`src/rtl/lcplc_pkg.sv`:
```
// Shared types and field layout for the band sequencer and predictor front end.
// The params bundle is {alpha, xmean, xhatmean} with xhatmean in the low bits.
package lcplc_pkg;

    typedef enum logic [1:0] {
        ST_FIRST = 2'd0,
        ST_PARAM = 2'd1,
        ST_NTH   = 2'd2
    } seq_state_e;

    localparam int unsigned DEF_DATA_WIDTH     = 16;
    localparam int unsigned DEF_ALPHA_WIDTH    = 10;
    localparam int unsigned DEF_BLOCK_SIZE_LOG = 8;
    localparam int unsigned DEF_BAND_WIDTH     = 8;
    localparam int unsigned BLOCK_SIZE         = 1 << DEF_BLOCK_SIZE_LOG;

    function automatic int unsigned params_width(input int unsigned alpha_w, input int unsigned data_w);
        return alpha_w + 2 * data_w;
    endfunction

    function automatic int unsigned xmean_lsb(input int unsigned data_w);
        return data_w;
    endfunction

    function automatic int unsigned alpha_lsb(input int unsigned data_w);
        return 2 * data_w;
    endfunction

endpackage

```
`src/rtl/band_block_counter.sv`:
```
// Sample/band position tracking for the band sequencer: sample counter, band index,
// last-sample and block-end detection, and the per-block band-count latch.
module band_block_counter
    import lcplc_pkg::*;
#(
    parameter int unsigned BLOCK_SIZE_LOG = DEF_BLOCK_SIZE_LOG,
    parameter int unsigned BAND_WIDTH     = DEF_BAND_WIDTH
) (
    input  logic                  clk,
    input  logic                  rst,
    input  logic                  hs,
    input  logic [BAND_WIDTH-1:0] cfg_num_bands,
    output logic                  last_c,
    output logic                  block_end_c,
    output logic [BAND_WIDTH-1:0] band_index,
    output logic                  block_done
);

    localparam int unsigned CNT_W = BLOCK_SIZE_LOG + 1;
    localparam int unsigned BLK   = 1 << BLOCK_SIZE_LOG;

    logic [CNT_W-1:0]      sample_cnt;
    logic [BAND_WIDTH-1:0] num_bands_q;
    logic [BAND_WIDTH-1:0] cfg_eff;
    logic                  cfg_loaded_q;

    // A zero band count still carries the band-0 samples.
    assign cfg_eff     = (cfg_num_bands == '0) ? BAND_WIDTH'(1) : cfg_num_bands;
    assign last_c      = (sample_cnt == CNT_W'(BLK - 1));
    assign block_end_c = last_c && (band_index == num_bands_q - BAND_WIDTH'(1));

    always_ff @(posedge clk or negedge rst) begin
        if (!rst) begin
            sample_cnt   <= '0;
            band_index   <= '0;
            num_bands_q  <= BAND_WIDTH'(1);
            cfg_loaded_q <= 1'b0;
            block_done   <= 1'b0;
        end else begin
            block_done   <= hs && block_end_c;
            cfg_loaded_q <= 1'b1;
            // Band count is only ever taken at a block boundary (or right after reset).
            if (!cfg_loaded_q || (hs && block_end_c)) begin
                num_bands_q <= cfg_eff;
            end
            if (hs) begin
                if (last_c) begin
                    sample_cnt <= '0;
                    band_index <= block_end_c ? '0 : band_index + BAND_WIDTH'(1);
                end else begin
                    sample_cnt <= sample_cnt + CNT_W'(1);
                end
            end
        end
    end

endmodule

```
`src/rtl/nthband_sequencer.sv`:
```
// Per-block band scheduler: steers band 0 samples to the first-band path, bands 1..N-1
// to the nth-band predictor, and releases one params beat ahead of each nth band.
module nthband_sequencer
    import lcplc_pkg::*;
#(
    parameter int unsigned DATA_WIDTH     = DEF_DATA_WIDTH,
    parameter int unsigned ALPHA_WIDTH    = DEF_ALPHA_WIDTH,
    parameter int unsigned BLOCK_SIZE_LOG = DEF_BLOCK_SIZE_LOG,
    parameter int unsigned BAND_WIDTH     = DEF_BAND_WIDTH
) (
    input  logic                                               clk,
    input  logic                                               rst,
    input  logic [BAND_WIDTH-1:0]                              cfg_num_bands,
    input  logic                                               xhat_valid,
    output logic                                               xhat_ready,
    input  logic [DATA_WIDTH-1:0]                              xhat_data,
    output logic                                               first_valid,
    input  logic                                               first_ready,
    output logic [DATA_WIDTH-1:0]                              first_data,
    output logic                                               first_last,
    output logic                                               nth_valid,
    input  logic                                               nth_ready,
    output logic [DATA_WIDTH-1:0]                              nth_data,
    output logic                                               nth_last,
    input  logic                                               params_in_valid,
    output logic                                               params_in_ready,
    input  logic [params_width(ALPHA_WIDTH, DATA_WIDTH)-1:0]   params_in_data,
    output logic                                               params_out_valid,
    input  logic                                               params_out_ready,
    output logic [params_width(ALPHA_WIDTH, DATA_WIDTH)-1:0]   params_out_data,
    output logic [BAND_WIDTH-1:0]                              band_index,
    output logic                                               block_done
);

    seq_state_e state, state_nxt;
    logic       xhat_hs;
    logic       last_c;
    logic       block_end_c;

    // Data buses are pure pass-through; only the handshakes are steered.
    assign first_data      = xhat_data;
    assign nth_data        = xhat_data;
    assign params_out_data = params_in_data;

    always_ff @(posedge clk or negedge rst) begin
        if (!rst) begin
            state <= ST_FIRST;
        end else begin
            state <= state_nxt;
        end
    end

    always_comb begin
        state_nxt        = state;
        xhat_ready       = 1'b0;
        first_valid      = 1'b0;
        first_last       = 1'b0;
        nth_valid        = 1'b0;
        nth_last         = 1'b0;
        params_in_ready  = 1'b0;
        params_out_valid = 1'b0;
        xhat_hs          = 1'b0;
        // All handshakes are held off while reset is asserted.
        if (rst) begin
            case (state)
                ST_FIRST: begin
                    first_valid = xhat_valid;
                    first_last  = xhat_valid && last_c;
                    xhat_ready  = first_ready;
                    xhat_hs     = xhat_valid && first_ready;
                    if (xhat_hs && last_c && !block_end_c) begin
                        state_nxt = ST_PARAM;
                    end
                end
                ST_PARAM: begin
                    params_out_valid = params_in_valid;
                    params_in_ready  = params_out_ready;
                    if (params_in_valid && params_out_ready) begin
                        state_nxt = ST_NTH;
                    end
                end
                ST_NTH: begin
                    nth_valid  = xhat_valid;
                    nth_last   = xhat_valid && last_c;
                    xhat_ready = nth_ready;
                    xhat_hs    = xhat_valid && nth_ready;
                    if (xhat_hs && last_c) begin
                        state_nxt = block_end_c ? ST_FIRST : ST_PARAM;
                    end
                end
                default: state_nxt = ST_FIRST;
            endcase
        end
    end

    band_block_counter #(
        .BLOCK_SIZE_LOG (BLOCK_SIZE_LOG),
        .BAND_WIDTH     (BAND_WIDTH)
    ) u_counter (
        .clk           (clk),
        .rst           (rst),
        .hs            (xhat_hs),
        .cfg_num_bands (cfg_num_bands),
        .last_c        (last_c),
        .block_end_c   (block_end_c),
        .band_index    (band_index),
        .block_done    (block_done)
    );

endmodule
```
`config.mk`:
```
export PLATFORM = sky130hd
export DESIGN_NAME = nthband_sequencer
export DESIGN_NICKNAME = d
export VERILOG_FILES = /design/src/rtl/lcplc_pkg.sv /design/src/rtl/band_block_counter.sv /design/src/rtl/nthband_sequencer.sv
export SDC_FILE = /design/constraint.sdc
export NUM_CORES = 1
export LEC_CHECK = 0
export BUFFER_PORTS_ARGS = -buffer_cell sky130_fd_sc_hd__buf_2
export CAP_MARGIN = 15
export CORE_UTILIZATION = 41
export DETAILED_ROUTE_END_ITERATION = 12
export PLACE_DENSITY = 0.81
export SYNTH_ARGS = -nofsm -noshare
export SYNTH_HDL_FRONTEND = slang
export SYNTH_SLANG_ARGS = --single-unit
export TNS_END_PERCENT = 50
```
`constraint.sdc`:
```
create_clock -name clk -period 3.3 [get_ports clk]
set_input_delay 0.99 -clock clk [delete_from_list [all_inputs] [get_ports clk]]
set_output_delay 0.99 -clock clk [all_outputs]
set_load 0.03 [all_outputs]
```
Yosys cells after proc, flatten, opt, wreduce, memory -nomap -nowiden --
Index checks and enable logic that the tools add are counted.
Cells by class: add/subtract/negate cells 3, equality and inequality tests 7, mux-type cells 24, reductions and logical operators 16
Operator list (number):
- $mux W8 | 2
- $mux W1 | 15
- $add A9 B1 Y9 const B | 1
- $eq A9 B8 Y1 const B | 1
- $logic_and A1 B1 Y1 | 9
- $mux W9 | 1
- $add A8 B1 Y8 const B | 1
- $eq A8 B8 Y1 | 1
- $logic_not A8 Y1 | 1
- $sub A8 B1 Y8 const B | 1
- $mux W2 | 3
- $ne A2 B2 Y1 const B | 3
- $pmux W2 S3 | 1
- $pmux W1 S2 | 2
- $reduce_and A4 Y1 | 1
- $eq A2 B1 Y1 const B | 1
- $eq A2 B2 Y1 const B | 1
- $logic_not A1 Y1 | 2
- $logic_not A2 Y1 | 1
- $reduce_and A2 Y1 | 1
- $logic_or A1 B1 Y1 | 1
Storage, ports and cells: flip-flop bits (word level) 29, input bits 73, output and inout bits 90, word-level logic and storage cells 56

Longest topological paths before layout --
depth after elaboration 7, mapped depth 8, gate-level depth less buffers 8

By module --
From an unflattened synthesis, not the netlist that was laid out.
Second synthesis, totals: cell total of the unflattened synthesis 245, area, all modules 2204.6 µm²
By module, submodules not included:
- band_block_counter | times used 1, cells each 148, area each 1465.2 µm², seq. area each 676.9 µm²
- nthband_sequencer | times used 1, cells each 97, area each 739.5 µm², seq. area each 50.0 µm²

Worst setup path after synthesis --
No wires, ideal clock.
kind in2out, start point in rst, end point out first_last, data arrival time 1853 ps, required time 2310 ps, path slack 457 ps, cell stages on the path 2, buffers on the path 0, path through nand3b_1 nor3_1
Between the ends: cells in the longest elaborated chain, start to end 1
Ends and longest elaborated chain:
- start: declaration | line nthband_sequencer.sv:12 | input logic rst,
- $mux W1 | line nthband_sequencer.sv:64 | if (rst) begin
- end: declaration | line nthband_sequencer.sv:20 | output logic first_last,
Every way passes these cells.

Worst setup path in the final report --
start point reg u_counter.sample_cnt[0], end point out nth_last
Between the ends: cells in the longest elaborated chain, start to end 4
Ends and longest elaborated chain:
- start: declaration | line band_block_counter.sv:22 | logic [CNT_W-1:0] sample_cnt;
- start signal: assignment | line band_block_counter.sv:51 | sample_cnt <= sample_cnt + CNT_W'(1);
- $eq A9 B8 Y1 | line band_block_counter.sv:29 | assign last_c = (sample_cnt == CNT_W'(BLK - 1));
- $logic_and A1 B1 Y1 | line nthband_sequencer.sv:84 | nth_last = xhat_valid && last_c;
- $mux W1 | line nthband_sequencer.sv:65 | case (state)
- $mux W1 | line nthband_sequencer.sv:64
- end: declaration | line nthband_sequencer.sv:24 | output logic nth_last,
Every way passes these cells.

==> results.yml <==
synth:
  async_reset_ff_frac: 1.00
  ys_types: 42
  synth_cells: 243
  synth_top_cells_by_area: "dfrtp_1 32%, buf_4 25%, xor2_1 4.0%, mux2_2 3.6%, xnor2_1 3.6%"
  synth_edf_count: 0
  synth_nets: 319
  yosys.area.top_type: "dfrtp_1"
  syn-cell-area_um2: 2210
  synth_top_area_frac: 0.317
  synth-warning-count: 0
  ys_seq_elements: 29
  ys_seq_area_frac: 0.328
  avgSynthCellArea_um2: 9.11
  synth_ff_type: "dfrtp_1"
detailed_routing:
  viasPerCell: 5.23
  drt_iter0_drc: 72
  avgRoutedWirePerCell_um: 13.9
  vias: 1459
  antenna_left: 0
  routed_wl_um: 3880
  first_pass_iters: 4
  drc: 0
grt:
  grt_antenna_before_repair: 0
  grt_max_degree: 28
  grt_overflow_total: 0
  grt_pass1_vias: 1427
  track_usage: 0.153
  grt_pass1_wl_um: 6520
cts:
  ctsHtreeMaxLevel: 2
  cts_buffers: 5
  cts-root-buf: "clkbuf_8"
  post_cts_resized: 0
  clkSlewWorstSetupHoldPaths_ns: 0.06
  clock_latency_ns: 0.29
  cts_tree: "built"
  post-cts-setup-buffer-count: 0
  clock_sinks: 29
  hold_buffers: 0
  clk_path_buf_depth: 2
final_layout:
  seqCellArea_um2: 727
  drive_above_1_share: 0.263
  multiInputGateArea_um2: 911
  nFillCells: 528
  area_growth_pct: -9.50
  fin_util: 0.390
  diodes: 0
  nets: 284
sta:
  finalSetupTns_ns: 0
  setup_violations: 0
  finalCritPeriodShare: 0.870
  fin_crit_ns: 2.87
  hold_violations: 0
  finClkSkew_ns: 0.00513
  final_max_slew_viol_count: 0
  rsz0062_at_grt: "false"
  max_freq_mhz: 348
hold_path:
  min_to: "u_counter.sample_cnt[6]"
  hp-class: "reg -> reg"
  hold_depth: 1
  hp-start: "u_counter.sample_cnt[6]"
power:
  total_power_uw: 847
  power_leakage_nw: 0.909
  p_per_area_nw_per_um2: 423
  vdd_drop_max_mv: 0.179
critical_path:
  timing.rr.start: "u_counter.num_bands_q[0]"
  worstPathRequired_ns: 2.31
  crit_slowest_cell: "dfrtp_1"
  cp.arrival_ns: 1.88
  ff2ff_setup_slack_ns: 0.60
  crit_buf_inv: 1
  slowest_delay_ns: 0.40
  cpLargestDelayFamily: "simple AND/OR/NAND/NOR gates"
  setup.worst_path.start_class: "register"
  cp_max_fo: 5
  end_kind: "output pin"
  crit_type: "reg -> out"
  regToRegEndpoint: "u_counter.num_bands_q[4]"
  ff2ff_path_depth: 7
  path_cells: "ha_1 > nand4b_1 > or2_2 > nor3_1 > buf_2"
outcome:
  status: "finished clean"
floorplanning:
  die_area_um2: 5700
  row_count: 26
  start_util: 0.431
  die_h_um: 75.5
  fp.coreArea_um2: 5140
  io_pins: 163
  die_width_um: 75.5
run:
  drv_cap: 0
placed_design:
  place_hpwl_um: 2950
  place_congestion: 0.816
  numPortBuffers: 30
## worst max path at each step
stage                            start                  endpoint  slack, ns  cells past startpoint
3_3_place_gp                       rst                first_last       0.54                      4
2_1_floorplan                      rst                first_last       0.46                      2
4_1_cts        u_counter.sample_cnt[0]                first_last       0.42                      5
3_5_place_dp                       rst  u_counter.num_bands_q[1]       0.51                      5
5_1_grt        u_counter.sample_cnt[0]                first_last       0.27                      5
6_report       u_counter.sample_cnt[0]                  nth_last       0.43                      5
## Yosys cell counts, types with 2 or more instances
cell type,n
o21ai_0,6
nand3_1,5
or2_1,2
dfrtp_1,28
nand3b_1,3
a21oi_1,5
xnor2_1,9
xor2_1,10
nor3_1,5
nand4_2,2
nor3b_1,2
nor4_1,3
and3_1,6
inv_1,4
ha_1,3
nand4_1,6
mux2_2,7
buf_4,74
or3_1,2
mux2i_1,2
nand2_1,17
nor4_2,2
nor2_1,19
o31ai_1,2
nand2b_1,2
## through the flow
| stage | instance area (µm²) | setup slack [ns] | std cells | hold slack (ns) |
|---|---|---|---|---|
| floorplan | 2210 | 0.457 | 243 | 0.460 |
| global placement | 1910 | 0.539 | 271 | 0.480 |
| detailed placement | 1910 | 0.507 | 271 | 0.480 |
| CTS | 2000 | 0.423 | 279 | 0.490 |
| global route | 2000 | 0.272 | 279 | 0.504 |
| finish | 2000 | 0.429 | 279 | 0.497 |
## metal layers
metal	up-vias	part of all wire	track usage
met5	-	0	0
met4	0	0.027	0.0782
met1	702	0.42	0.178
li1	687	-	-
met2	51	0.47	0.238
met3	19	0.084	0.0688
## power breakdown
group          leakage, nW  total, mW  internal, mW  switching [mW]
Combinational        0.486      0.116        0.0549          0.0615
Sequential           0.378      0.428         0.386          0.0416
Clock               0.0455      0.302         0.170           0.133
## state kept, by name, summed over array words and instances, names as in the netlist
name and cells:
u_counter.sample_cnt 9, u_counter.band_index 8, u_counter.num_bands_q 8, state 2, u_counter.block_done 1, u_counter.cfg_loaded_q 1
## placed cells by master, fill, tap and decap left out, drive strengths merged, types with 6 or more instances in the layout
master | netlist | layout
buf | 75 | 33
dfrtp | 28 | 28
o21ai | 6 | 6
and3 | 6 | 6
nand2 | 17 | 17
mux2 | 7 | 7
xnor2 | 9 | 9
nand4 | 8 | 8
clkbuf | 0 | 8
xor2 | 10 | 10
nor2 | 19 | 19
## layout make-up
type                    instances  share of cell area
multi-input cells             135               0.455
flip-flops and latches         29               0.363
repair buffers                 33              0.0862
clock buffers                   8              0.0450
well taps                      70              0.0437
inverters                       4             0.00750
## logic make-up (layout without fill, tap and decap cells)
group / after synthesis / after routing / synth area share
compound gates: 22 / 22 / 0.0741
fa+ha+maj: 3 / 3 / 0.0170
simple gates: 81 / 81 / 0.199
other cells: 1 / 1 / 0.00169
buf+inv: 79 / 45 / 0.260
xor+xnor: 19 / 19 / 0.0752
mux: 9 / 9 / 0.0447
flops: 29 / 29 / 0.328
(Power assumes the default switching activity.)
